===== src/rtl/datapath_controller.sv =====
// datapath_controller: instruction register, decoder and sequencing FSM
// that drives every control input of the lab datapath.
//
// Ports:
//   clk, reset         rising-edge clock, synchronous active-high reset
//   in, load           instruction word and IR load enable (only while w=1)
//   s                  start, sampled only while idle in WAIT
//   w                  idle/ready flag
//   readnum, writenum  register-file read/write index
//   write, vsel        register-file write strobe and write-back source
//   datapath_in        sign-extended IR[7:0]
//   loada/b/c, loads   pipeline register and status load strobes
//   asel, bsel         ALU operand selects
//   shift, ALUop       shifter and ALU operation
//   illegal            sticky undefined-encoding flag (DP_CTRL_ILLEGAL_EN)
//
// Build option: define DP_CTRL_ILLEGAL_EN to add the `illegal` output.

module datapath_controller (
   input  logic        clk,
   input  logic        reset,
   input  logic [15:0] in,
   input  logic        load,
   input  logic        s,
   output logic        w,
   output logic [2:0]  readnum,
   output logic [2:0]  writenum,
   output logic        write,
   output logic        vsel,
   output logic [15:0] datapath_in,
   output logic        loada,
   output logic        loadb,
   output logic        loadc,
   output logic        loads,
   output logic        asel,
   output logic        bsel,
   output logic [1:0]  shift,
   output logic [1:0]  ALUop
`ifdef DP_CTRL_ILLEGAL_EN
   ,
   output logic        illegal
`endif
);

   typedef enum logic [2:0] {
      S_WAIT,
      S_DECODE,
      S_WRITE_IMM,
      S_GET_A,
      S_GET_B,
      S_ALU,
      S_WRITE_REG
   } state_t;

   state_t      state_q;
   logic [15:0] ir_q;

   logic is_mov_imm;
   logic is_mov_reg;
   logic is_alu;
   logic is_cmp;
   logic is_legal;

   assign is_mov_imm = (ir_q[15:13] == 3'b110)
                     && (ir_q[12:11] == 2'b10);
   assign is_mov_reg = (ir_q[15:13] == 3'b110)
                     && (ir_q[12:11] == 2'b00);
   assign is_alu     = (ir_q[15:13] == 3'b101);
   assign is_cmp     = is_alu && (ir_q[12:11] == 2'b01);
   assign is_legal   = is_mov_imm | is_mov_reg | is_alu;

   assign datapath_in = {{8{ir_q[7]}}, ir_q[7:0]};

   // B operand is always taken from the shifter in this instruction set.
   assign bsel = 1'b0;

   // Outputs are registered: each branch loads the values that belong
   // to the state being entered, so they are valid for that whole cycle.
   always_ff @(posedge clk) begin
      if (reset) begin
         state_q  <= S_WAIT;
         ir_q     <= 16'h0000;
         w        <= 1'b1;
         readnum  <= 3'd0;
         writenum <= 3'd0;
         write    <= 1'b0;
         vsel     <= 1'b0;
         loada    <= 1'b0;
         loadb    <= 1'b0;
         loadc    <= 1'b0;
         loads    <= 1'b0;
         asel     <= 1'b0;
         shift    <= 2'b00;
         ALUop    <= 2'b00;
      end else begin
         w        <= 1'b0;
         readnum  <= 3'd0;
         writenum <= 3'd0;
         write    <= 1'b0;
         vsel     <= 1'b0;
         loada    <= 1'b0;
         loadb    <= 1'b0;
         loadc    <= 1'b0;
         loads    <= 1'b0;
         asel     <= 1'b0;
         shift    <= 2'b00;
         ALUop    <= 2'b00;
         unique case (state_q)
            S_WAIT: begin
               if (load) ir_q <= in;
               if (s) state_q <= S_DECODE;
               else   w       <= 1'b1;
            end
            S_DECODE: begin
               if (is_mov_imm) begin
                  state_q  <= S_WRITE_IMM;
                  writenum <= ir_q[10:8];
                  vsel     <= 1'b1;
                  write    <= 1'b1;
               end else if (is_mov_reg) begin
                  state_q <= S_GET_B;
                  readnum <= ir_q[2:0];
                  loadb   <= 1'b1;
               end else if (is_alu) begin
                  state_q <= S_GET_A;
                  readnum <= ir_q[10:8];
                  loada   <= 1'b1;
               end else begin
                  state_q <= S_WAIT;
                  w       <= 1'b1;
               end
            end
            S_GET_A: begin
               state_q <= S_GET_B;
               readnum <= ir_q[2:0];
               loadb   <= 1'b1;
            end
            S_GET_B: begin
               state_q <= S_ALU;
               shift   <= ir_q[4:3];
               loadc   <= 1'b1;
               // MOV reg passes B through as 0 + B
               asel    <= is_mov_reg;
               ALUop   <= is_mov_reg ? 2'b00 : ir_q[12:11];
               loads   <= is_cmp;
            end
            S_ALU: begin
               if (is_cmp) begin
                  state_q <= S_WAIT;
                  w       <= 1'b1;
               end else begin
                  state_q  <= S_WRITE_REG;
                  writenum <= ir_q[7:5];
                  write    <= 1'b1;
               end
            end
            S_WRITE_IMM,
            S_WRITE_REG: begin
               state_q <= S_WAIT;
               w       <= 1'b1;
            end
            default: begin
               state_q <= S_WAIT;
               w       <= 1'b1;
            end
         endcase
      end
   end

`ifdef DP_CTRL_ILLEGAL_EN
   logic illegal_q;

   always_ff @(posedge clk) begin
      if (reset)
         illegal_q <= 1'b0;
      else if (state_q == S_WAIT && load)
         illegal_q <= 1'b0;
      else if (state_q == S_DECODE && !is_legal)
         illegal_q <= 1'b1;
   end

   assign illegal = illegal_q;
`endif

endmodule

===== config.mk =====
export PLATFORM = sky130hd
export DESIGN_NAME = datapath_controller
export DESIGN_NICKNAME = d
export VERILOG_FILES = /design/src/rtl/datapath_controller.sv
export SDC_FILE = /design/constraint.sdc
export NUM_CORES = 1
export LEC_CHECK = 0
export ABC_AREA = 1
export BUFFER_PORTS_ARGS = -buffer_cell sky130_fd_sc_hd__buf_2
export CAP_MARGIN = 20
export CORE_MARGIN = 2
export CORE_UTILIZATION = 44
export CTS_CLUSTER_DIAMETER = 30
export DETAILED_ROUTE_END_ITERATION = 12
export MAX_ROUTING_LAYER = met4
export PLACE_DENSITY = 0.86
export RECOVER_POWER = 25
export SYNTH_ARGS = -nofsm -noshare
export SYNTH_HDL_FRONTEND = slang
export SYNTH_SLANG_ARGS = --single-unit

===== constraint.sdc =====
create_clock -name clk -period 1.1 [get_ports clk]
set_input_delay 0.22 -clock clk [delete_from_list [all_inputs] [get_ports clk]]
set_output_delay 0.22 -clock clk [all_outputs]
set_load 0.02 [all_outputs]

-- Word level (Yosys, flattened, before mapping)
Index checks and enable logic that the tools add are counted.
- output and inout bits: 35
- logic and storage cells: 63
- input port bits: 20
- flip-flop bits (word level): 37
- equal/unequal tests: 9
- reduce and logical (&&, ||, !) cells: 11
- multiplexer cells: 27
- bitwise gates (word level): 2
- operator list (cell ; count):
    $mux W3 ; 9
    $pmux W3 S5 ; 1
    $eq A3 B3 Y1 const B ; 4
    $pmux W3 S2 ; 2
    $mux W1 ; 11
    $reduce_or A2 Y1 ; 3
    $pmux W1 S2 ; 2
    $pmux W1 S4 ; 1
    $reduce_or A4 Y1 ; 1
    $eq A3 B1 Y1 const B ; 1
    $eq A3 B2 Y1 const B ; 1
    $logic_and A1 B1 Y1 ; 3
    $logic_not A3 Y1 ; 1
    $reduce_or A3 Y1 ; 1
    $eq A2 B1 Y1 const B ; 1
    $eq A2 B2 Y1 const B ; 1
    $logic_not A2 Y1 ; 1
    $mux W2 ; 1
    $ne A2 B2 Y1 const B ; 1
    $not A1 Y1 ; 2
    $reduce_and A2 Y1 ; 1

-- Logic depth before layout (Yosys ltp)
- depth after elaboration: 5
- depth in mapped cells: 8
- gate-level depth less buffers: 7

-- Least setup slack after synthesis
No wires, ideal clock.
- path kind: reg-to-reg
- start point: register state_q[1]
- end point: register ir_q[11]
- path slack: -0.023 ns
- arrival: 1.003 ns
- path buffers: 1
- stages on the path, launching flop included: 8
- setup time: 0.120 ns
- cells stage by stage: dfxtp_1 inv_2 nand2_4 nor2_4 nand2_4 buf_6 o21ai_0 a21oi_1
- word-level cells in the longest chain between the ends: 2
- ends and longest elaborated chain (element ; RTL line ; RTL):
    start: declaration ; 55 ; state_t state_q;
    start signal: assignment ; 81 ; state_q <= S_WAIT;
    start signal: assignment ; 111 ; if (s) state_q <= S_DECODE;
    start signal: assignment ; 116 ; state_q <= S_WRITE_IMM;
    $logic_not A3 Y1 ; 108 ; unique case (state_q)
    $reduce_and A2 Y1 (no line) ; -- ;
    end signal: assignment ; 110 ; if (load) ir_q <= in;
    end: declaration ; 56 ; logic [15:0] ir_q;
Every way passes these cells.
A chain may end at the register's enable or synchronous reset.

-- Worst setup path in the final report
- start point: register state_q[0]
- end point: register ir_q[10]
The elaborated chain is that of the path after synthesis.

==> flow_summary.toml <==
[floorplanning]
boundaryPins = 55
start_util_pct = 45.9
core-area_um2 = 3360
fp.dieArea_um2 = 4000
rows = 21
die_w_um = 63.2
die_y_um = 63.2

[cells_and_area]
syn2layout_area_growth_pct = 54.1
nNetsFinal = 286
fillCellCount = 264
utilization_pct = 70.7
antenna_cells = 0
design_area_um2 = 2380
drive_above_1_share_pct = 61.8

[global_routing]
gr-total-overflow = 0
grt.total_usage_pct = 20.6
antenna_found_initial = 0
grt_pass1_wl_um = 6130
grt_max_degree = 14
first_global_vias = 1277

[drt]
viasPerCell = 5.02
routed_wl_um = 4750
dr.first_iter.drc_count = 61
first_pass_iters = 4
detail-route-antenna-nets = 0
dr_total_vias = 1571
post_drt_wl_per_cell_um = 15.2
drc_errors = 0

[pwr]
combPwrFrac_pct = 20.3
p_switching_uw = 891
swShare_pct = 29.2
power.internal_mw = 2.16
ir_drop_uv = 1030
p_leak_nw = 1.09
clkPwrFrac_pct = 31.8
seqPwrFrac_pct = 47.9
power_density_nw_per_um2 = 1280

[synthesis]
synth_edf_count = 0
synth_top_family_by_area = "simple AND/OR/NAND/NOR gates"
syn_avg_cell_area_um2 = 8.13
ys.flop_type = "dfxtp_1"
netlist-cell-type-count = 24
muxShareOfSynthArea_pct = 0
synthCells = 190
mappedNetlistArea_um2 = 1540
synth_compound_area_share_pct = 11.0
yosysWarnings = 0
synth-simple-area-share_pct = 25.5
asyncSetResetFlopFracSynth_pct = 0
syn_nets = 210
ys_seq_area_share_pct = 48.0
ys_ff_latch = 37
synth_xor_area_share_pct = 0
synthAdderAreaFrac_pct = 0

[placement]
place_area_um2 = 1880
hpwlAfterDp_um = 2540
place_congestion = 0.881
portBuffers = 53

[setup_path]
cp.arrival_ns = 1.46
required_ns = 1.35
cp_slowest_stage_delay_ns = 0.35
critPathLaunchType = "flop"
crit_slowest_cell = "dfxtp_2"
critPathMaxFanout = 6
worst-setup-path-type = "flop to flop"
crit_chain = "inv_1 > nand2_4 > nor2_4 > buf_12 > nand2_8 > o21ai_4 > a21oi_1"
endpoint_kind = "flop"

[timing]
setup_violations = 43
hold_slack_ns = 0.104
skew_ns = 0.0122
timing.final.crit_period_ns = 1.21
min_period_over_period_pct = 110
fin_tns_setup_ns = -2.83
worst_slack_ns = -0.111
rsz0062_at_grt = "yes"
timing_hold_violations_final = 0
slew_violations = 0
max_freq_mhz = 825

[run_status]
status = "finished with violations"
violations = "setup timing"

[flow_run]
maxCapViolations = 0

[clock_network]
cts_buffer_depth = 2
clock-sinks = 37
cts_tree = "done"
clock_latency_ns = 0.36
clockRootBuffer = "clkbuf_4"
h-tree-depth = 2
path_clk_slew_ns = 0.12
cts_made_buffers = 5

[min_path]
hold_path.class = "input port to flop"
## logic make-up after synthesis
group | Yosys count
flip-flops | 37
buffers and inverters | 39
AO/OA/AOI/OAI | 33
AND/OR/NAND/NOR | 80
other | 1
## worst paths after layout
path / slack (ns) / cells after the start / end / from
hold / removal: 0.10 / 3 / ir_q[1] / in[1]
setup reg to reg: -0.11 / 7 / ir_q[10] / state_q[0]
hold reg to reg: 0.49 / 2 / shift[1] / ir_q[4]
setup / recovery: -0.11 / 7 / ir_q[10] / state_q[0]
## timing repair
| item | 4_1_cts | 5_1_grt |
|---|---|---|
| pin swaps | 4 | 13 |
| resized for setup | 39 | 64 |
| gates cloned | 2 | 0 |
| hold buffers | 0 | 0 |
| buffers inserted | 4 | 9 |
| setup endpoints to repair | 39 | 53 |
## stage by stage
stage | power, mW | setup slack (ns) | instances
final | 3.05 | -0.111 | 313
after global routing | 3.17 | -0.178 | 313
after CTS | 2.92 | -0.0672 | 304
after detailed placement | 1.87 | -0.0956 | 290
after global placement | 1.86 | -0.0651 | 290
after floorplan | 1.78 | -0.0225 | 190
## placed cells by master (no fill, tap or decap), types with 2 or more instances in the layout
| cell | count |
|---|---|
| nand2_8 | 2 |
| dfxtp_1 | 22 |
| nor2_2 | 2 |
| clkbuf_2 | 3 |
| dfxtp_4 | 4 |
| o21ai_2 | 6 |
| nor2_4 | 6 |
| nand2_2 | 11 |
| nand2_4 | 7 |
| nand2_1 | 15 |
| clkbuf_4 | 5 |
| nor2_1 | 12 |
| o21ai_4 | 2 |
| a21oi_1 | 17 |
| buf_2 | 31 |
| nand3_2 | 3 |
| buf_6 | 8 |
| inv_2 | 5 |
| dfxtp_2 | 11 |
| buf_4 | 48 |
| inv_1 | 10 |
| nand3_1 | 19 |
| nand4_1 | 3 |
| a21oi_2 | 6 |
## area by class of cell
cell class | count | area, µm² | area share, %
clock inverters | 3 | 43.8 | 1.84
clock buffers | 5 | 37.5 | 1.58
multi-input cells | 116 | 773 | 32.5
flip-flops and latches | 37 | 769 | 32.4
repair buffers | 91 | 641 | 26.9
inverters | 15 | 56.3 | 2.37
well taps | 46 | 57.6 | 2.42
## cells in the mapped netlist (2+ instances only)
master   number  area share (%)
a21oi_1      23             7.5
buf_2         2            0.65
dfxtp_1      37              48
nand3_1      21             6.8
buf_4        17             8.3
buf_6         3             2.2
nand2_4       3             2.2
o21ai_0       8             2.6
nor2_4        3             2.2
nor2_1       16             3.9
nand2_1      29             7.0
nand4_1       3             1.2
inv_1        13             3.2
inv_2         2            0.49
## layer usage
layer	track usage [%]	part of all wire (%)	routed length [µm]
met5	-	0	0
met1	25.9	39	1850
met3	5.00	7.5	358
met2	31.8	50	2360
met4	8.42	3.7	176
## power groups by stage
| stage | Sequential [mW] | Combinational, mW | Clock [mW] |
|---|---|---|---|
| after global placement | 1.47 | 0.396 | 0 |
| after global routing | 1.47 | 0.655 | 1.04 |
| after CTS | 1.44 | 0.501 | 0.974 |
| after detailed placement | 1.47 | 0.403 | 0 |
| after floorplan | 1.47 | 0.307 | 0 |
| final | 1.46 | 0.618 | 0.970 |
## critical path: cells and delay by family (launching register included)
kind            cells  cell delay, ns
simple gates        3            0.31
buf+inv             2            0.24
compound gates      2            0.21
flops               1            0.35
## state kept, by name, summed over array words and instances, names as in the netlist
name / cells
writenum: 3
state_q: 3
loadb: 1
ALUop: 2
w: 1
loadc: 1
shift: 2
write: 1
readnum: 3
loads: 1
asel: 1
vsel: 1
ir_q: 16
loada: 1
(Power assumes the default switching activity.)
